## src/rtl/rr_arbiter_n_pkg.sv

```systemverilog
// Shared constants and helpers for the N-port round-robin arbiter.
package rr_arb_pkg;

  localparam int RR_MAX_PORTS       = 16;
  localparam int RR_CNT_W           = 4;
  localparam int RR_DEFAULT_QUANTUM = 4;

  // Select width for n ports, never narrower than one bit.
  function automatic int sel_w(input int n);
    return (n <= 2) ? 1 : $clog2(n);
  endfunction

endpackage

```

## src/rtl/rr_arbiter_n_if.sv

```systemverilog
// Arbiter <-> FIFO bank bundle: requests/backpressure in, pop strobes and mux select out.
interface rr_arbiter_n_if #(parameter int N_PORTS = 4);
  import rr_arb_pkg::*;

  localparam int SEL_W = sel_w(N_PORTS);

  logic [N_PORTS-1:0] request;
  logic               pause;
  logic [N_PORTS-1:0] pop;
  logic [SEL_W-1:0]   port_sel;
  logic               grant_valid;
  logic               idle;

  modport master (
    input  request, pause,
    output pop, port_sel, grant_valid, idle
  );

  modport slave (
    output request, pause,
    input  pop, port_sel, grant_valid, idle
  );

endinterface

```

## src/rtl/rr_arbiter_n_pick.sv

```systemverilog
// Combinational rotating-priority encoder: first set request bit at or after i_start, with wrap.
module rr_pick
  import rr_arb_pkg::*;
#(
  parameter  int N_PORTS = 4,
  localparam int SEL_W   = sel_w(N_PORTS)
) (
  input  logic [N_PORTS-1:0] i_request,
  input  logic [SEL_W-1:0]   i_start,
  output logic [SEL_W-1:0]   o_winner,
  output logic               o_hit
);

  logic [2*N_PORTS-1:0] w_dbl;
  logic [N_PORTS-1:0]   w_rot;
  logic [SEL_W-1:0]     w_off;
  logic [SEL_W:0]       w_sum;

  // Rotate so bit 0 is the start port; the lowest set bit is then the winner's offset.
  assign w_dbl = {i_request, i_request};
  assign w_rot = N_PORTS'(w_dbl >> i_start);

  always_comb begin
    w_off = '0;
    for (int i = N_PORTS - 1; i >= 0; i--) begin
      if (w_rot[i]) w_off = SEL_W'(i);
    end
  end

  assign w_sum    = {1'b0, i_start} + {1'b0, w_off};
  assign o_winner = (w_sum >= (SEL_W+1)'(N_PORTS)) ? SEL_W'(w_sum - (SEL_W+1)'(N_PORTS))
                                                   : w_sum[SEL_W-1:0];
  assign o_hit    = |i_request;

endmodule

```

## src/rtl/rr_arbiter_n.sv

```systemverilog
// N-port round-robin arbiter with registered one-hot pop, mux select and pause backpressure.
// Define RR_BURST_EN to let a winner hold the path for up to QUANTUM consecutive pops.
module rr_arbiter_n
  import rr_arb_pkg::*;
#(
  parameter  int N_PORTS = 4,
  parameter  int QUANTUM = RR_DEFAULT_QUANTUM,
  localparam int SEL_W   = sel_w(N_PORTS)
) (
  input logic             clk,
  input logic             reset_L,
  rr_arbiter_n_if.master  bus
);

  if (N_PORTS < 2 || N_PORTS > RR_MAX_PORTS || QUANTUM < 1 || QUANTUM > (1 << RR_CNT_W) - 1)
  begin : g_bad_cfg
    $error("rr_arbiter_n: N_PORTS or QUANTUM out of range");
  end

  logic [N_PORTS-1:0] r_pop,  w_pop_next;
  logic [SEL_W-1:0]   r_sel,  w_sel_next;
  logic               r_gv,   w_gv_next;
  logic               r_idle;
  logic [SEL_W-1:0]   r_ptr,  w_ptr_next;
  logic [SEL_W-1:0]   w_start;
  logic [SEL_W-1:0]   w_win;
  logic               w_hit;

`ifdef RR_BURST_EN
  logic [RR_CNT_W-1:0] r_burst_cnt, w_cnt_next;
  logic                r_hold,      w_hold_next;
`endif

  // Scan begins one past the last winner so the previous holder ranks last.
  assign w_start = (r_ptr == SEL_W'(N_PORTS - 1)) ? '0 : r_ptr + 1'b1;

  rr_pick #(.N_PORTS(N_PORTS)) u_pick (
    .i_request (bus.request),
    .i_start   (w_start),
    .o_winner  (w_win),
    .o_hit     (w_hit)
  );

  always_comb begin
    w_pop_next = '0;
    w_gv_next  = 1'b0;
    w_sel_next = r_sel;
    w_ptr_next = r_ptr;
`ifdef RR_BURST_EN
    w_cnt_next  = r_burst_cnt;
    w_hold_next = r_hold;
    if (!bus.pause) begin
      if (r_hold && bus.request[r_ptr] && r_burst_cnt < RR_CNT_W'(QUANTUM - 1)) begin
        w_pop_next = N_PORTS'(1) << r_ptr;
        w_gv_next  = 1'b1;
        w_sel_next = r_ptr;
        w_cnt_next = r_burst_cnt + 1'b1;
      end else if (w_hit) begin
        w_pop_next  = N_PORTS'(1) << w_win;
        w_gv_next   = 1'b1;
        w_sel_next  = w_win;
        w_ptr_next  = w_win;
        w_cnt_next  = '0;
        w_hold_next = 1'b1;
      end else begin
        w_cnt_next  = '0;
        w_hold_next = 1'b0;
      end
    end
`else
    if (!bus.pause && w_hit) begin
      w_pop_next = N_PORTS'(1) << w_win;
      w_gv_next  = 1'b1;
      w_sel_next = w_win;
      w_ptr_next = w_win;
    end
`endif
  end

  always_ff @(posedge clk) begin
    if (reset_L) begin
      r_pop       <= '0;
      r_gv        <= 1'b0;
      r_sel       <= '0;
      r_idle      <= 1'b1;
      r_ptr       <= SEL_W'(N_PORTS - 1);
`ifdef RR_BURST_EN
      r_burst_cnt <= '0;
      r_hold      <= 1'b0;
`endif
    end else begin
      r_pop       <= w_pop_next;
      r_gv        <= w_gv_next;
      r_sel       <= w_sel_next;
      r_idle      <= ~|bus.request;
      r_ptr       <= w_ptr_next;
`ifdef RR_BURST_EN
      r_burst_cnt <= w_cnt_next;
      r_hold      <= w_hold_next;
`endif
    end
  end

  assign bus.pop         = r_pop;
  assign bus.port_sel    = r_sel;
  assign bus.grant_valid = r_gv;
  assign bus.idle        = r_idle;

endmodule

```

## src/flat_wrapper.sv

```systemverilog
// flat-port wrapper written by rule: the top's interface ports become plain ports
module rr_arbiter_n_flat import rr_arb_pkg::*;
#(
  parameter  int N_PORTS = 4,
  parameter  int QUANTUM = RR_DEFAULT_QUANTUM,
  localparam int SEL_W   = sel_w(N_PORTS)
)
  (clk, reset_L, bus_request, bus_pause, bus_pop, bus_port_sel, bus_grant_valid, bus_idle);
  rr_arbiter_n_if #(.N_PORTS(N_PORTS)) bus_i ();
  input logic clk;
  input logic reset_L;
  input wire logic [$bits(bus_i.request)-1:0] bus_request;
  input wire logic [$bits(bus_i.pause)-1:0] bus_pause;
  output wire logic [$bits(bus_i.pop)-1:0] bus_pop;
  output wire logic [$bits(bus_i.port_sel)-1:0] bus_port_sel;
  output wire logic [$bits(bus_i.grant_valid)-1:0] bus_grant_valid;
  output wire logic [$bits(bus_i.idle)-1:0] bus_idle;
  assign bus_i.request = bus_request;
  assign bus_i.pause = bus_pause;
  assign bus_pop = bus_i.pop;
  assign bus_port_sel = bus_i.port_sel;
  assign bus_grant_valid = bus_i.grant_valid;
  assign bus_idle = bus_i.idle;
  rr_arbiter_n #(.N_PORTS(N_PORTS), .QUANTUM(QUANTUM)) u_core (.clk(clk), .reset_L(reset_L), .bus(bus_i));
endmodule
```

## config.mk

```make
export PLATFORM = sky130hd
export DESIGN_NAME = rr_arbiter_n_flat
export DESIGN_NICKNAME = d
export VERILOG_FILES = /design/src/rtl/rr_arbiter_n_pkg.sv /design/src/rtl/rr_arbiter_n_if.sv /design/src/rtl/rr_arbiter_n_pick.sv /design/src/rtl/rr_arbiter_n.sv /design/src/flat_wrapper.sv
export SDC_FILE = /design/constraint.sdc
export NUM_CORES = 1
export LEC_CHECK = 0
export CAP_MARGIN = 40
export CORE_AREA = 2 2 39 41
export CTS_BUF_LIST = sky130_fd_sc_hd__clkbuf_8
export CTS_CLUSTER_SIZE = 28
export DETAILED_ROUTE_END_ITERATION = 8
export DIE_AREA = 0 0 41 43
export PLACE_DENSITY = 0.65
export SLEW_MARGIN = 5
export SYNTH_ARGS = -nofsm -noshare
export SYNTH_HDL_FRONTEND = slang
export SYNTH_SLANG_ARGS = --single-unit
export TNS_END_PERCENT = 100
```

## constraint.sdc

```tcl
create_clock -name clk -period 2.85 [get_ports clk]
set_clock_uncertainty 0.2 [all_clocks]
set_input_delay 0.285 -clock clk [delete_from_list [all_inputs] [get_ports clk]]
set_output_delay 0.285 -clock clk [all_outputs]
set_load 0.05 [all_outputs]
```

Word level (Yosys, flattened, before mapping) --
Index checks and enable logic that the tools add are counted.
Cells by class: add/subtract/negate cells 3, multipliers 0, div/mod/pow operators 0, order comparisons 1, equality and inequality tests 1, shift-type cells 2, mux-type cells 7, bitwise operators 1, reduce and logical (&&, ||, !) cells 5
Operator list (count):
- 2-bit 2-to-1 mux | 6
- 8-bit by 2-bit >> shifter with 4-bit output | 1
- 4-bit OR reduction | 1
- 1-bit by 2-bit left shift with 4-bit output, first input constant | 1
- 2-bit by 2-bit adder with 3-bit output | 1
- 3-bit greater-or-equal comparator, second input constant | 1
- 2-bit by 1-bit adder with 2-bit output, second input constant | 1
- 2-bit == test, second input constant | 1
- 1-bit logical NOT | 2
- 2-bit OR reduction | 1
- 2-bit by 1-bit subtractor with 2-bit output, second input constant | 1
- 1-bit logical AND | 1
- 1-bit 2-to-1 mux | 1
- 1-bit inverter | 1
Word-level totals: bits in registers 10, latch bits 0, RAM bits 0, memory bits (read-only) 0, input bits 7, output and inout port bits 8, logic and storage cells 25, memories 0

Longest topological paths before layout --
depth after elaboration 11, mapped depth 9

Hierarchy --
From an unflattened synthesis, not the netlist that was laid out.
Second synthesis, totals: cells, all modules 60, area total of the unflattened synthesis 553.0 um^2
By module, submodules not included:
- rr_arbiter_n | instances 1, cells each 33, area an instance 374.1 um^2, seq. area each 200.2 um^2
- rr_pick | instances 1, cells each 27, area an instance 178.9 um^2, seq. area each 0.0 um^2

Worst setup path before layout --
OpenSTA, ideal clock, no wires.
kind register -> register, start register u_core.r_ptr[0], end register u_core.r_pop[0] (netlist: u_core.bus.pop[0]), arrival 1.775 ns, path slack 0.815 ns, cell stages (with the launch flop) 10, path buffers 0, period minus slack after synthesis 2.035 ns, cell sequence dfxtp_1 -> ha_1 -> nand2b_1 -> a21oi_1 -> nor2_1 -> a21oi_1 -> a21oi_1 -> ha_1 -> xnor2_2 -> and3b_1
Between the ends: longest elaborated chain between the ends 11
RTL lines:
- start: declaration | RTL line rr_arbiter_n.sv:24 | logic [SEL_W-1:0] r_ptr, w_ptr_next;
- start signal: assignment | RTL line rr_arbiter_n.sv:86 | r_ptr <= SEL_W'(N_PORTS - 1);
- start signal: assignment | RTL line rr_arbiter_n.sv:96 | r_ptr <= w_ptr_next;
- 2-bit by 1-bit adder with 2-bit output / 2-bit == test (equally long branches) | RTL line rr_arbiter_n.sv:35 | assign w_start = (r_ptr == SEL_W'(N_PORTS - 1)) ? '0 : r_ptr + 1'b1;
- 2-bit 2-to-1 mux * | RTL line rr_arbiter_n.sv:35
- 8-bit by 2-bit >> shifter with 4-bit output | RTL line rr_arbiter_n_pick.sv:21 | assign w_rot = N_PORTS'(w_dbl >> i_start);
- 2-bit 2-to-1 mux (4 in a row) | RTL line rr_arbiter_n_pick.sv:26 | if (w_rot[i]) w_off = SEL_W'(i);
- 2-bit by 2-bit adder with 3-bit output * | RTL line rr_arbiter_n_pick.sv:30 | assign w_sum = {1'b0, i_start} + {1'b0, w_off};
- 3-bit greater-or-equal comparator / 2-bit by 1-bit subtractor with 2-bit output (equally long branches) | RTL line rr_arbiter_n_pick.sv:31 | assign o_winner = (w_sum >= (SEL_W+1)'(N_PORTS)) ? SEL_W'(w_sum - (SEL_W+1)'(N_PORTS))
- 2-bit 2-to-1 mux * | RTL line rr_arbiter_n_pick.sv:31
- 1-bit by 2-bit left shift with 4-bit output * | RTL line rr_arbiter_n.sv:72 | w_pop_next = N_PORTS'(1) << w_win;
- end signal: assignment | RTL line rr_arbiter_n.sv:92 | r_pop <= w_pop_next;
- end: declaration | RTL line rr_arbiter_n.sv:20 | logic [N_PORTS-1:0] r_pop, w_pop_next;
Mark *: on every way between the ends. The rest lies on a longest branch, timed or not. A chain may end at the register's enable or synchronous reset.

Final worst setup path --
Ends and elaborated chain as after synthesis.

==> results.py <==
metrics = {
    "outcome": {
        "status": "finished, final reports clean",
    },
    "clock_tree": {
        "cts.sinks": 10,
        "cts-root-buf": "clkbuf_8",
        "clock_path_buffers": 2,
        "ctsHtreeMaxLevel": 1,
        "cts_buffers": 3,
        "clk_latency_ns": 0.23,
        "hold_buffers": 0,
        "cts_resized": 0,
        "clk_pin_slew_worst_paths_ns": 0.04,
        "cts_setup_buffers": 0,
        "cts_tree": "built",
    },
    "grt": {
        "track_usage_pct": 10.8,
        "grt_max_degree": 10,
        "grt_pass1_wl_um": 1270,
        "antenna_found_initial": 0,
        "gr-total-overflow": 0,
        "first_global_vias": 311,
    },
    "synth": {
        "avgSynthCellArea_um2": 9.01,
        "synthSimpleGateAreaFrac_pct": 21.7,
        "synth_fp_nets": 59,
        "ys_warn_count": 0,
        "synth.distinct_cells": 22,
        "synth_top_area_share_pct": 44.4,
        "synth_top_area_cell": "dfxtp_1",
        "synth_compound_area_share_pct": 19.7,
        "seq_area_frac_synth_pct": 44.4,
        "ys_top_cells_by_area": "dfxtp_1 44%, a21oi_1 6.7%, ha_1 5.6%, nor2_1 5.0%, xnor2_2 3.6%",
        "muxShareOfSynthArea_pct": 0,
        "synth_adder_area_share_pct": 8.06,
        "synth_top_family_by_area": "simple AND/OR/NAND/NOR gates",
        "synthCells": 50,
        "synth_seq_cells": 10,
        "synth_xor_area_share_pct": 3.61,
        "netlist_area_um2": 450,
    },
    "sta": {
        "max_freq_mhz": 452,
        "hold_viol": 0,
        "fin_crit_ns": 2.21,
        "slew_headroom_pct": 67.1,
        "setup_violations": 0,
        "worst_pin_slew_ns": 0.491,
        "rsz0062_at_grt": "false",
        "fin_setup_tns_ns": 0,
        "finalCritPeriodShare_pct": 77.6,
        "drv_slew": 0,
    },
    "drt": {
        "wire_per_inst_um": 9.95,
        "drt-initial-drc-count": 4,
        "routed_wl_um": 816,
        "via_count": 400,
        "firstDrtPassIters": 3,
        "drc": 0,
        "drtAntennaViolNets": 0,
        "vias_per_cell": 4.88,
    },
    "final_layout": {
        "finish.utilization_pct": 46.8,
        "final_cell_mix": "14 x clkdlybuf4s50_1, 10 x dfxtp_1, 6 x nor2_1, 6 x a21oi_1, 4 x nand2_1",
        "fin_nets": 77,
        "layout_commonest_cell": "clkdlybuf4s50_1",
        "synthToLayoutAreaGrowth_pct": 43.9,
        "seq_area_um2": 200,
        "multi_input_area_um2": 239,
        "drive_gt1_share_pct": 10.6,
        "fill_cells": 146,
        "insertedDiodeCount": 0,
    },
    "worst_hold_path": {
        "hold_class": "reg2reg",
        "hold_depth": 2,
    },
    "critical_path": {
        "cpMaxStageDelayCell": "ha_1",
        "path_max_fanout": 6,
        "crit_chain": "ha_1 -> nand2b_1 -> a21oi_1 -> nor2_1 -> a21oi_1 -> a21oi_1 -> ha_1 -> xnor2_2 -> and3b_1",
        "setup.worst_path.end_class": "register",
        "cp.arrival_ns": 2.18,
        "crit_type": "reg2reg",
        "required_ns": 2.82,
        "path_delay_family": "adder cells",
        "cp_num_cells": 9,
        "max_stage_delay_ns": 0.35,
        "reg2reg_depth": 9,
        "start_kind": "register",
        "crit_top_cell": "a21oi_1",
        "path_buf_inv": 0,
    },
    "flow_run": {
        "drv_cap": 0,
    },
    "floorplan": {
        "io_pins": 15,
        "rows": 14,
        "die-area_um2": 1760,
        "start_util_pct": 32.5,
        "fp.dieH_um": 43,
        "core-area_um2": 1380,
        "die_w_um": 41,
    },
    "place": {
        "portBuffers": 14,
        "place_hpwl_um": 644,
        "place_congestion": 0.672,
    },
    "power": {
        "peakVddDrop_uv": 197,
        "power_density_nw_per_um2": 667,
        "power_w": 0.000432,
        "power.leakage_nw": 0.257,
    },
}
## power by group
group	switching, W	leakage [nW]	internal, W
combinational	0.0000784	0.153	0.0000556
clock	0.0000464	0.0216	0.0000917
sequential	0.00000631	0.0824	0.000154
total	0.000131	0.257	0.000301
## cells in the mapped netlist
cell type,instances
nand3b_1,1
a2bb2oi_1,1
nand2_1,4
a21oi_1,6
dfxtp_1,10
clkbuf_1,1
o31ai_1,1
or2_2,2
nor2_1,6
inv_1,2
nor4_1,2
nor2b_1,2
o21a_1,2
maj3_2,1
a211oi_1,1
a211o_1,1
nand2b_1,1
ha_1,2
o22ai_1,1
o21ai_0,1
xnor2_2,1
and3b_1,1
## per-layer routing
| metal | track usage [%] | wire [µm] | part of all wire, % |
|---|---|---|---|
| met1 | 13.0 | 356 | 44 |
| met2 | 15.0 | 398 | 49 |
| met3 | 2.09 | 61 | 7.5 |
| met4 | 10.0 | 0 | 0 |
| met5 | 0 | 0 | 0 |
## flip-flops by register name (all words and copies together) (netlist names)
signal and cells:
u_core.r_ptr 2, u_core.bus.port_sel 2, u_core.bus.grant_valid 1, u_core.bus.idle 1
u_core.bus.pop 4
## cell type report
cell class / count / share of cell area, %
timing repair buffer: 14 / 21.6
multi-input combinational: 37 / 36.9
clock buffer: 3 / 6.37
tap: 16 / 3.09
inverter: 2 / 1.16
sequential: 10 / 30.9
## worst min-delay path, cell delays in order, from the launching register on
cell and delay (ns):
dfxtp_1 0.30, nand2_1 0.05, a21oi_1 0.05
## logic make-up (layout without fill, tap and decap cells)
logic type | Yosys count | after routing
and+or+nand+nor | 19 | 19
adders and majority gates | 3 | 3
DFF | 10 | 10
AOI/OAI and AO/OA | 14 | 14
buffers and inverters | 3 | 19
xor gates and xnor gates | 1 | 1
## metrics by stage
stage,std cells,hold slack [ns],instance area (µm²),worst slack [ns]
global route,82,0.303,648,0.472
CTS,82,0.256,648,0.626
floorplan,50,0.154,450,0.815
finish,82,0.255,648,0.638
global placement,79,0.248,607,0.605
detailed placement,79,0.250,607,0.572
## path summary, 6_finish.rpt
kind	end	slack (ns)	from
worst min-delay path	u_core.bus.port_sel[0]	0.26	u_core.bus.port_sel[0]
worst max register to register	u_core.bus.pop[0]	0.64	u_core.r_ptr[0]
worst min register to register	u_core.bus.port_sel[0]	0.26	u_core.bus.port_sel[0]
worst max-delay path	u_core.bus.pop[0]	0.64	u_core.r_ptr[0]
(Power assumes the default switching activity.)
